===== config.mk =====
export PLATFORM = sky130hd
export DESIGN_NAME = fxp_square_seq
export DESIGN_NICKNAME = d
export VERILOG_FILES = /design/src/rtl/fxp_square_seq.sv
export SDC_FILE = /design/constraint.sdc
export NUM_CORES = 1
export LEC_CHECK = 0
export CAP_MARGIN = 20
export CORE_ASPECT_RATIO = 1.5
export CORE_MARGIN = 10
export CORE_UTILIZATION = 35
export DETAILED_ROUTE_END_ITERATION = 6
export PLACE_DENSITY_LB_ADDON = 0.3
export SYNTH_ARGS = -nofsm -noshare
export SYNTH_HDL_FRONTEND = slang
export SYNTH_SLANG_ARGS = --single-unit

===== constraint.sdc =====
create_clock -name clk -period 5.6 [get_ports clk]
set_input_delay 1.12 -clock clk [delete_from_list [all_inputs] [get_ports clk]]
set_output_delay 1.12 -clock clk [all_outputs]
set_load 0.1 [all_outputs]

===== src/rtl/fxp_square_seq.sv =====
// Multi-cycle fixed-point squarer: |x| squared by a one-bit-per-cycle shift-add multiplier,
// then rescaled with optional rounding and saturation. FXP_SQUARE_SEQ_EARLY_EXIT_EN enables early CALC exit.
module fxp_square_seq #(
    parameter int unsigned WII   = 8,
    parameter int unsigned WIF   = 8,
    parameter int unsigned WOI   = 16,
    parameter int unsigned WOF   = 8,
    parameter int unsigned ROUND = 1
) (
    input  logic                 clk,
    input  logic                 rstn,
    input  logic                 i_valid,
    output logic                 i_ready,
    input  logic [WII+WIF-1:0]   in,
    output logic                 o_valid,
    input  logic                 o_ready,
    output logic [WOI+WOF-1:0]   out,
    output logic                 overflow
);

    localparam int unsigned N   = WII + WIF;
    localparam int unsigned NO  = WOI + WOF;
    localparam int unsigned FD  = 2 * WIF;
    localparam int unsigned LS  = (WOF > FD) ? WOF - FD : 0;
    localparam int unsigned SWA = 2 * N + LS + 1;
    // Scaled width covers both the shifted square and the saturation limit.
    localparam int unsigned SW  = (SWA > NO + 1) ? SWA : NO + 1;
    localparam int unsigned CW  = $clog2(N + 1);

    localparam logic [SW-1:0] MaxOut = (SW'(1) << (NO - 1)) - SW'(1);

    typedef enum logic [1:0] {
        StIdle,
        StCalc,
        StDoneLoad,
        StOut
    } state_e;

    state_e          state_q, state_d;
    logic [N-1:0]    mcand_q, mcand_d;
    logic [N-1:0]    mplier_q, mplier_d;
    logic [2*N-1:0]  acc_q, acc_d;
    logic [CW-1:0]   cnt_q, cnt_d;
    logic [NO-1:0]   out_q, out_d;
    logic            ovf_q, ovf_d;

    logic [N-1:0]    mag;
    logic            calc_last;
    logic [SW-1:0]   scaled;
    logic            sat_ovf;
    logic [NO-1:0]   sat_val;

    // Two's-complement negation of the most negative input yields 2^(N-1) as unsigned.
    assign mag = in[N-1] ? (~in + N'(1)) : in;

`ifdef FXP_SQUARE_SEQ_EARLY_EXIT_EN
    assign calc_last = (cnt_q == CW'(N - 1)) || ((mplier_q >> 1) == '0);
`else
    assign calc_last = (cnt_q == CW'(N - 1));
`endif

    generate
        if (WOF < FD) begin : g_drop
            localparam int unsigned D = FD - WOF;
            logic [SW-1:0] rnd;
            assign rnd    = (ROUND != 0) ? SW'(acc_q[D-1]) : '0;
            assign scaled = (SW'(acc_q) >> D) + rnd;
        end else begin : g_shift
            assign scaled = SW'(acc_q) << LS;
        end
    endgenerate

    assign sat_ovf = (scaled > MaxOut);
    assign sat_val = sat_ovf ? MaxOut[NO-1:0] : scaled[NO-1:0];

    always_comb begin
        state_d  = state_q;
        mcand_d  = mcand_q;
        mplier_d = mplier_q;
        acc_d    = acc_q;
        cnt_d    = cnt_q;
        out_d    = out_q;
        ovf_d    = ovf_q;
        case (state_q)
            StIdle: begin
                if (i_valid) begin
                    mcand_d  = mag;
                    mplier_d = mag;
                    acc_d    = '0;
                    cnt_d    = '0;
                    state_d  = StCalc;
                end
            end
            StCalc: begin
                if (mplier_q[0]) begin
                    acc_d = acc_q + ({{N{1'b0}}, mcand_q} << cnt_q);
                end
                mplier_d = mplier_q >> 1;
                cnt_d    = cnt_q + CW'(1);
                if (calc_last) begin
                    state_d = StDoneLoad;
                end
            end
            StDoneLoad: begin
                out_d   = sat_val;
                ovf_d   = sat_ovf;
                state_d = StOut;
            end
            StOut: begin
                if (o_ready) begin
                    state_d = StIdle;
                end
            end
            default: state_d = StIdle;
        endcase
    end

    always_ff @(posedge clk) begin
        if (!rstn) begin
            state_q  <= StIdle;
            mcand_q  <= '0;
            mplier_q <= '0;
            acc_q    <= '0;
            cnt_q    <= '0;
            out_q    <= '0;
            ovf_q    <= 1'b0;
        end else begin
            state_q  <= state_d;
            mcand_q  <= mcand_d;
            mplier_q <= mplier_d;
            acc_q    <= acc_d;
            cnt_q    <= cnt_d;
            out_q    <= out_d;
            ovf_q    <= ovf_d;
        end
    end

    // i_ready is gated by rstn so it reads low for the whole reset window.
    assign i_ready  = (state_q == StIdle) && rstn;
    assign o_valid  = (state_q == StOut);
    assign out      = out_q;
    assign overflow = ovf_q;

endmodule

==> flow_summary.yaml <==
sta:
  finalSetupViolations: 0
  final.min_clock_period_ns: 4.747
  max_freq_ghz: 0.2107
  rsz0062_at_grt: "no"
  maxSlewViolCount: 0
  fin_crit_sh: 0.8477
  clock_skew_ns: 0.01237
  worst_pin_slew_ns: 0.9918
  setup_tns_ns: 0
  slew_headroom: 0.3367
  hold_viol_final: 0
synthesis:
  ys.flop_type: "dfxtp_1"
  ys_ff_latch: 96
  async_flop_share: 0
  syn_area_sq_um: 6838
  yosysSeqAreaShare: 0.2811
  synth_edf_count: 0
  synth_cells: 906
  syn_area_per_cell_sq_um: 7.547
  yosys.area.top_type_share: 0.2811
  synth.distinct_cells: 59
  synthTopCellsByArea: "dfxtp_1 28%, ha_1 7.5%, o21ai_0 6.8%"
  ys_top_cells_by_count: "114 x nand2_1, 96 x dfxtp_1, 93 x o21ai_0"
  synth_fp_nets: 968
  yosysMostFrequentCell: "nand2_1"
  ys_warn_count: 0
  yosys.area.top_type: "dfxtp_1"
placement:
  dp.cells: 1161
  gp_congestion: 0.9323
  port-buffer-count: 46
  hpwlAfterDp_um: 13920
cts:
  htreeDepth: 3
  cts_tree: "done"
  hold_buffers: 0
  cts.sink_count: 96
  path_clk_slew_ns: 0.06
  clk-insertion-delay-late_ns: 0.35
  cts_setup_buffers: 0
  clk_path_buf_depth: 2
  numCtsBuffers: 9
  cts.repair.resized: 0
  root_buffer: "clkbuf_16"
routing:
  drt-vias-per-instance: 5.190
  wl_um: 17940
  wire_per_inst_um: 15.25
  drtPass1Iterations: 4
  drc_errors: 0
  detail-route-antenna-nets: 0
  dr_total_vias: 6103
  first_iter_violations: 328
die:
  chipWidth_um: 134.1
  die_h_um: 191.2
  ioPinCount: 47
  num_rows: 62
  start_util: 0.3569
  coreArea_sq_um: 19160
  die_area_sq_um: 25640
critical_path:
  crit_family: "compound AO/OA/AOI/OAI gates"
  critical_path_buf_inv_count: 0
  startpoint: "cnt_q[1]$_SDFFE_PN0P_"
  r2r_end: "acc_q[31]$_SDFFE_PN0P_"
  endpoint: "acc_q[31]$_SDFFE_PN0P_"
  reg2reg_depth: 15
  crit_arrival_ns: 4.99
  critPathKind: "reg2reg"
  worstPathMaxFanout: 25
  slowest_stage: "dfxtp_1"
  max_stage_delay_ns: 0.95
  start_kind: "flop"
  path_cells: "mux2_2 -> a21oi_1 -> mux2_2 -> nor2_1 -> a21oi_1 -> o22ai_1 -> ha_1 -> nand4_1 -> or3_1 -> o21ba_1 -> and4_1 -> o41a_1 -> xor2_1 -> o21bai_1 -> a22o_1"
  crit_cells: 15
  crit_required_ns: 5.84
  r2r_slack_ns: 0.85
  regToRegStartpoint: "cnt_q[1]$_SDFFE_PN0P_"
  endpoint_kind: "flop"
layout:
  fin_cells: 1176
  diodes: 0
  fin_nets: 978
  areaGrowthSynthToFinish_pct: 13.19
  fin_util: 0.4039
  drive_above_1_share: 0.04891
status:
  status: "finished, final reports clean"
run:
  drv_cap: 0
power_and_ir_drop:
  swShare: 0.4813
  ir_worst_vdd_mv: 0.2176
  leakage_uw: 0.003031
  power_uw: 3304
  switchingPower_uw: 1590
  sequentialPowerShare: 0.283
  comb_power_share: 0.530
  clkPwrFrac: 0.187
  pwr_density_cell_nw_per_um2: 426.9
  p_int_uw: 1714
global_routing:
  gr-total-overflow: 0
  grt_max_degree: 78
  grt_pass1_wl_um: 29530
  antenna_found_initial: 0
  track_usage: 0.1393
  grt_pass1_vias: 5904
hold_path:
  hold_class: "reg2reg"
worst min path at each step:
stage	from	to	slack (ns)	cells after the start
after floorplan	acc_q[2]$_SDFFE_PN0P_	acc_q[2]$_SDFFE_PN0P_	0.45	2
after detailed placement	out[23]$_SDFFE_PN0P_	out[23]$_SDFFE_PN0P_	0.43	2
final	out[23]$_SDFFE_PN0P_	out[23]$_SDFFE_PN0P_	0.43	2
after CTS	out[23]$_SDFFE_PN0P_	out[23]$_SDFFE_PN0P_	0.44	2
after global placement	out[23]$_SDFFE_PN0P_	out[23]$_SDFFE_PN0P_	0.42	2
after global routing	out[23]$_SDFFE_PN0P_	out[23]$_SDFFE_PN0P_	0.46	2
layer usage:
layer	GRT usage	share of wire	wire (um)	vias up
li1	-	-	-	3222
met1	0.1559	0.43	7684	2793
met2	0.2561	0.53	9419	72
met3	0.02102	0.028	498	16
met4	0.05668	0.019	337	0
met5	0	0	0	-
sequential cells by signal (all words and copies together), names as in the netlist:
| name | count |
|---|---|
| state_q | 2 |
| overflow | 1 |
| mcand_q | 16 |
| out | 24 |
| acc_q | 32 |
| mplier_q | 16 |
| cnt_q | 5 |
cell families (layout without fill, tap and decap cells):
kind of cell / after synthesis / after routing / synth area share
buffers and inverters: 80 / 94 / 0.04684
adder cells (fa/ha/maj): 42 / 42 / 0.07795
flip-flops: 96 / 96 / 0.2811
XOR/XNOR: 63 / 63 / 0.08070
AO/OA/AOI/OAI: 284 / 284 / 0.2534
AND/OR/NAND/NOR: 311 / 311 / 0.2119
multiplexers: 30 / 30 / 0.04812
stage by stage:
| stage | worst slack [ns] | hold slack (ns) | area [sq um] |
|---|---|---|---|
| detailed placement | 0.9336 | 0.4270 | 7451 |
| floorplan | 1.554 | 0.4453 | 6838 |
| CTS | 0.8942 | 0.4376 | 7740 |
| global placement | 0.9792 | 0.4164 | 7451 |
| global route | 0.6574 | 0.4552 | 7740 |
| finish | 0.8531 | 0.4317 | 7740 |
cells in the final DEF (no fill, tap or decap), drive strengths merged, types with 19 or more instances in the layout:
master         count
a21oi             87
and2              25
clkdlybuf4s50     45
dfxtp             96
ha                41
inv               25
nand2            114
nor2              75
nor2b             19
o21ai             99
xnor2             26
xor2              37
power groups by stage:
| stage | combinational [uW] | clock, uW | sequential, uW |
|---|---|---|---|
| 2_1_floorplan | 911 | 0 | 1400 |
| 3_3_place_gp | 1750 | 0 | 949 |
| 3_5_place_dp | 1760 | 0 | 952 |
| 4_1_cts | 1770 | 633 | 937 |
| 5_1_grt | 1920 | 663 | 961 |
| 6_report | 1750 | 617 | 935 |
worst min-delay path, stage by stage (launching register included):
cell	delay, ns
dfxtp_1	0.31
nand2_1	0.05
nor2_1	0.03
area by class of cell:
cell class,count,area (sq um)
Timing Repair Buffer,54,515.5
Clock inverter,3,42.54
Clock buffer,12,246.5
Multi-Input combinational cell,730,4599
Fill cell,2044,11420
Inverter,25,93.84
Tap cell,256,320.3
Sequential cell,96,1922
(Power assumes the default switching activity.)
